==> src/rtl/basys_clkgen_if.sv <==
// Board-side signal bundle for the clock/step front end.
// master: the board/bench side driving the raw controls.
// slave:  the clock generator itself.
interface basys_clkgen_if;
    logic       btn_step;
    logic       sw_run;
    logic       internal_clk;
    logic       real_clk;
    logic [7:0] step_count;

    modport master (
        output btn_step, sw_run,
        input  internal_clk, real_clk, step_count
    );

    modport slave (
        input  btn_step, sw_run,
        output internal_clk, real_clk, step_count
    );
endinterface

==> src/rtl/basys_clkgen.sv <==
// Clock and step-control front end for the Basys build.
// internal_clk: divided display-refresh square wave.
// real_clk:     one debounced pulse per step press, or a free-running
//               divided clock in run mode, with glitch-free mode changes.
// step_count:   number of real_clk rising edges, modulo 256.
module basys_clkgen #(
    parameter int REFRESH_DIV     = 50000,
    parameter int DEBOUNCE_CYCLES = 1000000,
    parameter int PULSE_CYCLES    = 4,
    parameter int RUN_DIV         = 5000000
) (
    input  logic          clk,
    input  logic          reset,
    basys_clkgen_if.slave bus
);
    localparam int RW = (REFRESH_DIV > 1) ? $clog2(REFRESH_DIV) : 1;
    localparam int DW = $clog2(DEBOUNCE_CYCLES);
    localparam int PW = $clog2(PULSE_CYCLES + 1);
    localparam int UW = (RUN_DIV > 1) ? $clog2(RUN_DIV) : 1;

    localparam logic [RW-1:0] REF_LAST   = RW'(REFRESH_DIV - 1);
    localparam logic [DW-1:0] DEB_LAST   = DW'(DEBOUNCE_CYCLES - 1);
    localparam logic [PW-1:0] PULSE_LAST = PW'(PULSE_CYCLES);
    localparam logic [UW-1:0] RUN_LAST   = UW'(RUN_DIV - 1);

    typedef enum logic [2:0] {
        IDLE,
        DEB_PRESS,
        PULSE,
        HELD,
        DEB_REL
    } state_t;

    logic          btn_meta, btn_s;
    logic          run_meta, run_s;

    logic [RW-1:0] ref_cnt;
    logic          int_clk_r;

    state_t        state, state_n;
    logic [DW-1:0] deb_cnt, deb_n;
    logic [PW-1:0] pulse_cnt, pulse_n;
    logic [UW-1:0] run_cnt, run_cnt_n;
    logic          run_mode, run_mode_n;
    logic          real_clk_r, real_n;
    logic [7:0]    step_cnt_r;
    logic          mode_ok;

    // Two-flop synchronizers for the raw button and mode switch.
    always_ff @(posedge clk or posedge reset) begin
        if (reset) begin
            btn_meta <= 1'b0;
            btn_s    <= 1'b0;
            run_meta <= 1'b0;
            run_s    <= 1'b0;
        end else begin
            btn_meta <= bus.btn_step;
            btn_s    <= btn_meta;
            run_meta <= bus.sw_run;
            run_s    <= run_meta;
        end
    end

    // Refresh divider: internal_clk toggles every REFRESH_DIV cycles, any mode.
    always_ff @(posedge clk or posedge reset) begin
        if (reset) begin
            ref_cnt   <= '0;
            int_clk_r <= 1'b0;
        end else if (ref_cnt == REF_LAST) begin
            ref_cnt   <= '0;
            int_clk_r <= ~int_clk_r;
        end else begin
            ref_cnt   <= ref_cnt + RW'(1);
        end
    end

    // Step FSM, run divider and mode register state.
    always_ff @(posedge clk or posedge reset) begin
        if (reset) begin
            state      <= IDLE;
            deb_cnt    <= '0;
            pulse_cnt  <= '0;
            run_cnt    <= '0;
            run_mode   <= 1'b0;
            real_clk_r <= 1'b0;
        end else begin
            state      <= state_n;
            deb_cnt    <= deb_n;
            pulse_cnt  <= pulse_n;
            run_cnt    <= run_cnt_n;
            run_mode   <= run_mode_n;
            real_clk_r <= real_n;
        end
    end

    // Mode change only while real_clk is low and no press/pulse is in flight,
    // so neither a step pulse nor a run high phase is ever truncated.
    assign mode_ok = !real_clk_r && (state == IDLE || state == HELD);

    // Next-state logic: mode switch first, then run divider or step FSM.
    always_comb begin
        state_n    = state;
        deb_n      = deb_cnt;
        pulse_n    = pulse_cnt;
        run_cnt_n  = run_cnt;
        run_mode_n = run_mode;
        real_n     = real_clk_r;

        if (mode_ok && (run_s != run_mode)) begin
            run_mode_n = run_s;
            run_cnt_n  = '0;
            deb_n      = '0;
            // A button still held when leaving run mode must be released
            // before it can step, hence HELD rather than IDLE.
            state_n    = (!run_s && btn_s) ? HELD : IDLE;
        end else if (run_mode) begin
            state_n = IDLE;
            if (run_cnt == RUN_LAST) begin
                run_cnt_n = '0;
                real_n    = ~real_clk_r;
            end else begin
                run_cnt_n = run_cnt + UW'(1);
            end
        end else begin
            case (state)
                IDLE: begin
                    if (btn_s) begin
                        state_n = DEB_PRESS;
                        deb_n   = DW'(1);
                    end
                end
                DEB_PRESS: begin
                    if (!btn_s) begin
                        state_n = IDLE;
                    end else if (deb_cnt == DEB_LAST) begin
                        state_n = PULSE;
                        real_n  = 1'b1;
                        pulse_n = PW'(1);
                    end else begin
                        deb_n   = deb_cnt + DW'(1);
                    end
                end
                PULSE: begin
                    if (pulse_cnt == PULSE_LAST) begin
                        state_n = HELD;
                        real_n  = 1'b0;
                    end else begin
                        pulse_n = pulse_cnt + PW'(1);
                    end
                end
                HELD: begin
                    if (!btn_s) begin
                        state_n = DEB_REL;
                        deb_n   = DW'(1);
                    end
                end
                DEB_REL: begin
                    if (btn_s) begin
                        state_n = HELD;
                    end else if (deb_cnt == DEB_LAST) begin
                        state_n = IDLE;
                    end else begin
                        deb_n   = deb_cnt + DW'(1);
                    end
                end
                default: begin
                    state_n = IDLE;
                end
            endcase
        end
    end

    // Count real_clk rising edges on the same edge the rise is registered.
    always_ff @(posedge clk or posedge reset) begin
        if (reset) begin
            step_cnt_r <= 8'd0;
        end else if (real_n && !real_clk_r) begin
            step_cnt_r <= step_cnt_r + 8'd1;
        end
    end

    assign bus.internal_clk = int_clk_r;
    assign bus.real_clk     = real_clk_r;
    assign bus.step_count   = step_cnt_r;
endmodule
==> src/flat_wrapper.sv <==
// flat-port wrapper written by rule: the top's interface ports become plain ports
module basys_clkgen_flat 
#(
    parameter int REFRESH_DIV     = 50000,
    parameter int DEBOUNCE_CYCLES = 1000000,
    parameter int PULSE_CYCLES    = 4,
    parameter int RUN_DIV         = 5000000
)
  (clk, reset, bus_btn_step, bus_sw_run, bus_internal_clk, bus_real_clk, bus_step_count);
  basys_clkgen_if bus_i ();
  input  logic clk;
  input  logic reset;
  input wire logic [$bits(bus_i.btn_step)-1:0] bus_btn_step;
  input wire logic [$bits(bus_i.sw_run)-1:0] bus_sw_run;
  output wire logic [$bits(bus_i.internal_clk)-1:0] bus_internal_clk;
  output wire logic [$bits(bus_i.real_clk)-1:0] bus_real_clk;
  output wire logic [$bits(bus_i.step_count)-1:0] bus_step_count;
  assign bus_i.btn_step = bus_btn_step;
  assign bus_i.sw_run = bus_sw_run;
  assign bus_internal_clk = bus_i.internal_clk;
  assign bus_real_clk = bus_i.real_clk;
  assign bus_step_count = bus_i.step_count;
  basys_clkgen #(.REFRESH_DIV(REFRESH_DIV), .DEBOUNCE_CYCLES(DEBOUNCE_CYCLES), .PULSE_CYCLES(PULSE_CYCLES), .RUN_DIV(RUN_DIV)) u_core (.clk(clk), .reset(reset), .bus(bus_i));
endmodule
==> config.mk <==
export PLATFORM = sky130hd
export DESIGN_NAME = basys_clkgen_flat
export DESIGN_NICKNAME = d
export VERILOG_FILES = /design/src/rtl/basys_clkgen_if.sv /design/src/rtl/basys_clkgen.sv /design/src/flat_wrapper.sv
export SDC_FILE = /design/constraint.sdc
export NUM_CORES = 1
export LEC_CHECK = 0
export ABC_AREA = 1
export CORE_ASPECT_RATIO = 0.75
export CORE_MARGIN = 5
export CORE_UTILIZATION = 40
export CTS_CLUSTER_SIZE = 25
export DETAILED_ROUTE_END_ITERATION = 8
export GPL_TIMING_DRIVEN = 0
export PLACE_DENSITY = 0.62
export SLEW_MARGIN = 0
export SYNTH_ARGS = -nofsm -noshare
export SYNTH_HDL_FRONTEND = slang
export SYNTH_SLANG_ARGS = --single-unit
==> constraint.sdc <==
create_clock -name clk -period 3.2 [get_ports clk]
set_input_delay 0.8 -clock clk [delete_from_list [all_inputs] [get_ports clk]]
set_output_delay 0.8 -clock clk [all_outputs]
set_load 0.01 [all_outputs]
# Word level (Yosys, flattened, before mapping)
# Index checks and enable logic that the tools add are counted.
# op_classes
n_reduce_logical	14
mux	34
add_sub_neg	5
n_eq_ne	22
n_bitwise	4
# ops
operator	count
20-bit two-way mux	7
20-bit case mux with 4 select lines	1
23-bit two-way mux	3
3-bit two-way mux	12
23-bit by 1-bit adder with 23-bit output, second input constant	1
23-bit equality test, second input constant	1
20-bit by 1-bit adder with 20-bit output, second input constant	1
20-bit equality test, second input constant	1
16-bit by 1-bit adder with 16-bit output, second input constant	1
16-bit equality test, second input constant	1
16-bit two-way mux	1
3-bit case mux with 5 select lines	1
6-bit AND reduction	2
8-bit by 1-bit adder with 8-bit output, second input constant	1
3-bit by 2-bit equality test with 1-bit output, second input constant	2
3-bit equality test, second input constant	2
1-bit two-way mux	6
3-bit inequality test, second input constant	2
3-bit case mux with 2 select lines	1
5-bit by 1-bit inequality test with 1-bit output, second input constant	1
5-bit inequality test, second input constant	1
5-bit AND reduction	1
5-bit nonzero test	1
1-bit logical AND	4
other kinds (17)	24
# totals
input_bits	4
reg_bits	80
out_inout_bits	10
elab_cells	92

# Depth between registers and ports, before layout
# Gate-level depths: netlist of run 1.
# depth
ltp_word	7
depth_mapped	11
ltp_nobuf	11

# Worst setup path before layout of run 1
# OpenSTA, ideal clock, no wires.
# synth_timing
kind	reg-to-reg
start	register u_core.deb_cnt[0]
end	register u_core.step_cnt_r[0] (netlist: u_core.bus.step_count[0])
stages_incl_launch_ff	11
setup_time_ps	118
setup_slack_ps	1492
period_less_slack_ps	1708
required_time_ps	3082
path_buffers	0
arrival_ps	1590
cell_sequence	dfrtp_1 > ha_1 > nand2_1 > nor2_2 > inv_2 > nor2_2 > nand4_1 > nand2_2 > nand4_2 > nand2_1 > nand2_1
# synth_via
elab_chain_len	7
# synth_rtl
element	line_no	text
start, declared	basys_clkgen.sv:41	logic [DW-1:0] deb_cnt, deb_n;
start signal, assigned	basys_clkgen.sv:88	deb_cnt <= deb_n;
20-bit equality test	basys_clkgen.sv:135	end else if (deb_cnt == DEB_LAST) begin
1-bit two-way mux	basys_clkgen.sv:135	
1-bit two-way mux	basys_clkgen.sv:133	if (!btn_s) begin
1-bit case mux with 2 select lines	basys_clkgen.sv:125	case (state)
1-bit two-way mux	basys_clkgen.sv:116	end else if (run_mode) begin
1-bit two-way mux	basys_clkgen.sv:109	if (mode_ok && (run_s != run_mode)) begin
1-bit logical AND	basys_clkgen.sv:177	end else if (real_n && !real_clk_r) begin
end signal, assigned	basys_clkgen.sv:178	step_cnt_r <= step_cnt_r + 8'd1;
end, declared	basys_clkgen.sv:46	logic [7:0] step_cnt_r;
# Every way passes these cells.
# A chain may end at the register's enable or synchronous reset.

# Final worst setup path of run 1
# Same ends and word-level chain as after synthesis.

==> flow_summary.json, run 1 <==
{
  "maxCapViolCount": 0,
  "gp_congestion": 0.9182,
  "seq_power_share_pct": 35.7,
  "syn2layout_area_growth_pct": 13.36,
  "cts-root-buf": "clkbuf_16",
  "timing.final.ws_setup_ns": 1.014,
  "vias_per_cell": 5.147,
  "post-synth-top-area-cell": "dfrtp_1",
  "slowest_stage": "dfrtp_1",
  "fp.dieH_um": 105.4,
  "hold_path_class": "flip-flop to flip-flop",
  "synth_edf_count": 0,
  "finalSetupViolCount": 0,
  "ios": 14,
  "clk-insertion-delay-late_ns": 0.34,
  "irDropWorstVdd_mv": 0.4589,
  "grt_pass1_wl_mm": 19.68,
  "critPathKind": "flip-flop to flip-flop",
  "port_buffers": 13,
  "synth_area_um2": 4851,
  "overflow": 0,
  "cts_resized": 0,
  "drc": 0,
  "crit_required_ns": 3.43,
  "wl_per_cell_um": 13.24,
  "setup.worst_path.start": "u_core.deb_cnt[0]$_DFFE_PP0P_",
  "fin_cells": 866,
  "wl_met3_um": 834,
  "path_clk_slew_ns": 0.06,
  "async_flop_share_pct": 100.0,
  "die_w_um": 137.2,
  "synth_seq_cells": 80,
  "endpoint_kind": "flip-flop",
  "dp_slack_ns": 1.013,
  "cts_setup_buffers": 0,
  "cts.sinks": 80,
  "drt_iter0_markers": 342,
  "path_buf_inv": 1,
  "crit_family": "simple AND/OR/NAND/NOR gates",
  "switchingPower_mw": 1.346,
  "cts_max_path_buffers": 2,
  "drt-total-wl_mm": 11.46,
  "path_cells": "ha_1 -> nand2_1 -> nor2_2 -> inv_2 -> nor2_2 -> nand4_1 -> nand2_2 -> nand4_2 -> nand2_1 -> nand2_1",
  "clock.fmax_mhz": 457.4,
  "tightestPinTransition_ns": 0.9481,
  "final-hold-violation-count": 0,
  "crit_top_cell": "nand2_1",
  "grt_pass1_vias": 4171,
  "core_area_um2": 11740,
  "ys.flop_type": "dfrtp_1",
  "dr.pass1.iters": 5,
  "post-route-min-period_ns": 2.186,
  "critPathMaxStageDelay_ns": 0.39,
  "seq_area_frac_synth_pct": 41.27,
  "dpl.hpwl_mm": 8.526,
  "relSlewSlack_pct": 36.21,
  "grt_util_all_layers_pct": 16.75,
  "synth_area_leaders": "dfrtp_1, nand2_1, inv_1, nor2_1, nand3_1",
  "wl_met1_mm": 5.773,
  "p_clk_share_pct": 28.6,
  "antenna_found_initial": 0,
  "ctsHoldBuffers": 0,
  "arrival_ns": 2.41,
  "leakagePower_nw": 2.440,
  "netlist_top_cells_count": "nand2_1, inv_1, dfrtp_1",
  "drive_gt1_share_pct": 6.108,
  "syn_nets": 684,
  "diodes": 0,
  "intPower_mw": 2.076,
  "cts_tree": "done",
  "p_comb_share_pct": 35.7,
  "timing.rr.start": "u_core.deb_cnt[0]$_DFFE_PP0P_",
  "ys_types": 33,
  "dr.max_layer_used": "met4",
  "p_sw_share_pct": 39.33,
  "num_vias": 4457,
  "dp_cells": 850,
  "grt_max_degree": 47,
  "finalNetCount": 709,
  "period_share_pct": 68.32,
  "slew_violations": 0,
  "crit_fanout": 10,
  "met2_length_mm": 4.706,
  "yosys.area.top_type_share_pct": 41.27,
  "status": "finished, final reports clean",
  "ys_warn_count": 0,
  "avgSynthCellArea_um2": 7.197,
  "cts_made_buffers": 9,
  "fp-row-count": 34,
  "fin_skew_ns": 0.006009,
  "synth_most_common_cell": "nand2_1",
  "postSynthCellCount": 674,
  "fp.dieArea_um2": 14450,
  "power_density_nw_per_um2": 622.2,
  "antenna_left": 0,
  "grt_setup_unrepaired": "no",
  "start_util_pct": 41.32,
  "setup_tns_ns": 0,
  "h-tree-depth": 3,
  "cp-start-kind": "flip-flop",
  "hold_start": "u_core.btn_meta$_DFF_PP0_"
}
-- logic make-up after synthesis --
kind of cell | synth area share, %
AO/OA/AOI/OAI | 8.022
flip-flops | 41.27
adder cells (fa/ha/maj) | 1.548
XOR/XNOR | 5.777
AND/OR/NAND/NOR | 35.05
buffers and inverters | 8.331
-- metrics by stage --
| step | power (mW) | utilization (%) | cell area (um^2) | hold WS [ns] |
|---|---|---|---|---|
| floorplan | 2.084 | - | 4851 | 0.3312 |
| CTS | 3.464 | 46.84 | 5499 | 0.3490 |
| finish | 3.422 | 46.84 | 5499 | 0.3476 |
| global route | 3.663 | 46.84 | 5499 | 0.3645 |
| detailed placement | 2.464 | 44.41 | 5214 | 0.3347 |
| global placement | 2.434 | 44.15 | 5184 | 0.3328 |
-- routing by layer --
metal / up-vias / global-route usage (%)
met2: 162 / 23.58
li1: 2241 / -
met1: 2042 / 25.70
met3: 12 / 3.286
met4: 0 / 5.128
met5: - / 0
-- worst register-to-register path, stage by stage (launching register included) --
cell     delay (ns)
dfrtp_1        0.39
ha_1           0.28
nand2_1        0.11
nor2_2         0.21
inv_2          0.09
nor2_2         0.17
nand4_1        0.15
nand2_2        0.24
nand4_2        0.26
nand2_1        0.13
nand2_1        0.05
-- final cells by class --
type                       count  area, um^2
fill                        1233        6242
multi-input combinational    494        2445
sequential                    80        2002
inverter                      88       332.8
clock buffer                  12       256.5
tap                          162       202.7
timing repair buffer          14       157.7
buffer                        12       73.82
clock inverter                 4       28.78
-- state kept, by name (all words and copies together) (netlist names) --
signal and count:
u_core.state 3, u_core.bus.real_clk 1, u_core.run_s 1, u_core.bus.step_count 8, u_core.deb_cnt 20, u_core.pulse_cnt 3
u_core.run_cnt 23, u_core.ref_cnt 16, u_core.run_meta 1, u_core.btn_meta 1, u_core.run_mode 1, u_core.btn_s 1
u_core.bus.internal_clk 1
-- power by group through the flow --
| stage | sequential, mW | combinational [mW] | clock [mW] |
|---|---|---|---|
| 5_1_grt | 1.24 | 1.37 | 1.06 |
| 4_1_cts | 1.22 | 1.23 | 1.01 |
| 3_5_place_dp | 1.24 | 1.23 | 0 |
| 3_3_place_gp | 1.23 | 1.20 | 0 |
| 6_report | 1.22 | 1.22 | 0.979 |
| 2_1_floorplan | 1.23 | 0.857 | 0 |
-- worst paths after layout --
check / to / slack [ns] / depth (start not counted)
max in group asynchronous: u_core.deb_cnt[12]$_DFFE_PP0P_ / 1.78 / 3
min in group asynchronous: u_core.bus.internal_clk$_DFFE_PP0N_ / 0.84 / 2
setup / recovery: u_core.bus.step_count[0]$_DFFE_PP0P_ / 1.01 / 10
hold / removal: u_core.btn_s$_DFF_PP0_ / 0.35 / 0
setup reg to reg: u_core.bus.step_count[0]$_DFFE_PP0P_ / 1.01 / 10
hold reg to reg: u_core.btn_s$_DFF_PP0_ / 0.35 / 0
-- cells in the final DEF, fill, tap and decap left out, types with 5 or more instances in the layout --
cell and n:
o21ai_1 15, clkbuf_16 9, nor3_1 26, clkbuf_1 5, clkdlybuf4s50_1 13, dfrtp_1 80
a21oi_1 14, ha_1 6, nand3_1 48, o21ai_0 33, o22ai_1 6, xnor2_1 10
inv_1 83, xor2_1 22, nand4_1 32, buf_2 5, nand2_1 178, nor2_1 78
Power figures use the tool's default switching activity.
==> run 2, diff against run 1 <==
Clock period 3.2 ns to 2.1 ns, I/O delays scaled along.
==> flow_summary.json, run 2 (same netlist as run 1, synthesis figures left out) <==
{
  "relSlewSlack_pct": 42.33,
  "final_util_pct": 47.38,
  "fillers": 1177,
  "vias_per_cell": 5.070,
  "power.total_mw": 5.269,
  "slowest_stage": "dfrtp_1",
  "clock.fmax_mhz": 526.9,
  "finalNetCount": 711,
  "fin_skew_ns": 0.005812,
  "status": "finished, final reports clean",
  "multi_input_area_um2": 2489,
  "fin_area_um2": 5563,
  "dr.pass1.iters": 5,
  "hold_path_class": "flip-flop to flip-flop",
  "mostFrequentLayoutCells": "nand2_1, inv_1, dfrtp_1, nor2_1, nand3_1",
  "crit_path_end": "u_core.deb_cnt[0]$_DFFE_PP0P_",
  "post_dp_cell_area_um2": 5228,
  "tightestPinTransition_ns": 0.8572,
  "wl_per_cell_um": 13.03,
  "arrival_ns": 2.11,
  "maxCapViolCount": 0,
  "cts_tree": "done",
  "fp-row-count": 34,
  "overflow": 0,
  "h-tree-depth": 3,
  "largest_reg_flops": 23,
  "path_buf_inv": 2,
  "endpoint_kind": "flip-flop",
  "finalSetupViolCount": 0,
  "port_buffers": 13,
  "drive_gt1_share_pct": 7.365,
  "slew_violations": 0,
  "largest_register": "u_core.run_cnt",
  "dp_cells": 851,
  "fp.dieArea_um2": 14450,
  "post-route-min-period_ns": 1.898,
  "power_density_nw_per_um2": 947.2,
  "cts.sinks": 80,
  "leakagePower_nw": 2.465,
  "drc": 0,
  "start_util_pct": 41.32,
  "fp.dieH_um": 105.4,
  "wl_met1_mm": 5.959,
  "setup_tns_ns": 0,
  "r2r_end": "u_core.deb_cnt[0]$_DFFE_PP0P_",
  "period_share_pct": 90.37,
  "cts_made_buffers": 9,
  "grt_pass1_vias": 4066,
  "diodes": 0,
  "crit_required_ns": 2.32,
  "timing.final.ws_setup_ns": 0.2022,
  "worstRegToRegCells": 11,
  "dr.max_layer_used": "met4",
  "antenna_found_initial": 0,
  "reg_top3": "u_core.run_cnt: 23 flops, u_core.deb_cnt: 20 flops, u_core.ref_cnt: 16 flops",
  "path_clk_slew_ns": 0.06,
  "seq_power_share_pct": 35.2,
  "p_comb_share_pct": 36.5,
  "core_area_um2": 11740,
  "antenna_left": 0,
  "p_clk_share_pct": 28.3,
  "path_depth": 11,
  "cts-root-buf": "clkbuf_16",
  "drt_iter0_markers": 308,
  "seqCellArea_um2": 2002,
  "syn2layout_area_growth_pct": 14.68,
  "wl_met3_um": 539,
  "crit_fanout": 10,
  "crit_top_cell": "nand2_1",
  "final_common_cell": "nand2_1",
  "path_cells": "ha_2 -> nand2_1 -> nor2_4 -> inv_2 -> nor2_2 -> nand4_1 -> nand3_2 -> nor2_8 -> buf_6 -> nand2_1 -> o21ai_0",
  "critPathMaxStageDelay_ns": 0.39,
  "fin_cells": 868,
  "grt_pass1_wl_mm": 19.29,
  "grt_max_degree": 33,
  "drt-total-wl_mm": 11.31,
  "switchingPower_mw": 2.089,
  "cts_max_path_buffers": 2,
  "ios": 14,
  "intPower_mw": 3.180,
  "clk-insertion-delay-late_ns": 0.34,
  "grt_util_all_layers_pct": 16.34,
  "crit_family": "simple AND/OR/NAND/NOR gates",
  "die_w_um": 137.2,
  "finalHoldWorstSlack_ns": 0.3517,
  "num_vias": 4401,
  "grt_setup_unrepaired": "no",
  "critPathKind": "flip-flop to flip-flop",
  "p_sw_share_pct": 39.64,
  "met2_length_mm": 4.700,
  "setup.worst_path.start": "u_core.deb_cnt[1]$_DFFE_PP0P_",
  "dpl.hpwl_mm": 8.529,
  "timing.rr.start": "u_core.deb_cnt[1]$_DFFE_PP0P_",
  "final-hold-violation-count": 0,
  "r2r_setup_slack_ns": 0.20,
  "dp_slack_ns": -0.05405,
  "gp_congestion": 0.9115,
  "irDropWorstVdd_mv": 0.5273,
  "cp-start-kind": "flip-flop"
}
==> run 2: cell types whose count changed in the layout (fill, tap and decap cells not counted), sizes merged <==
cell,previous run,this run
clkbuf,16,15
inv,88,89
buf,9,11
==> run 2: power by group through the flow <==
stage	registers, mW	clock network [mW]	logic (mW)
2_1_floorplan	1.87	0	1.31
5_1_grt	1.88	1.60	2.15
6_report	1.86	1.49	1.92
3_3_place_gp	1.88	0	1.82
3_5_place_dp	1.89	0	1.85
4_1_cts	1.86	1.54	1.88
==> run 2: worst min path at each step <==
stage	from	end	slack [ns]	cells past startpoint
floorplan	u_core.btn_meta$_DFF_PP0_	u_core.btn_s$_DFF_PP0_	0.33	0
global placement	u_core.run_meta$_DFF_PP0_	u_core.run_s$_DFF_PP0_	0.34	0
detailed placement	u_core.run_meta$_DFF_PP0_	u_core.run_s$_DFF_PP0_	0.34	0
CTS	u_core.run_meta$_DFF_PP0_	u_core.run_s$_DFF_PP0_	0.36	0
global route	u_core.run_meta$_DFF_PP0_	u_core.run_s$_DFF_PP0_	0.36	0
finish	u_core.run_meta$_DFF_PP0_	u_core.run_s$_DFF_PP0_	0.35	0
==> run 2: routing by layer <==
layer	up-vias	GRT usage, %
met2	124	22.95
met5	-	0
met1	2028	24.98
met4	0	4.630
li1	2242	-
met3	7	3.667
==> run 2: cell type report <==
type	count	share of cell area, %
Buffer	12	1.372
Clock buffer	11	4.363
Clock inverter	5	0.6973
Inverter	88	6.005
Multi-Input combinational cell	494	44.74
Sequential cell	80	35.99
Tap cell	162	3.644
Timing Repair Buffer	16	3.194
==> run 2: timing repair <==
| item | 4_1_cts | 5_1_grt |
|---|---|---|
| resized for setup | 1 | 11 |
| buffers inserted | 0 | 1 |
| hold buffers | 0 | 0 |
| pin swaps | 0 | 1 |
| setup endpoints to repair | 8 | 40 |
==> run 3, diff against run 2 <==
Settings changed: CAP_MARGIN set to 0.
==> results of run 3 <==
Final layout, timing and power as in run 2 (identical DEF).
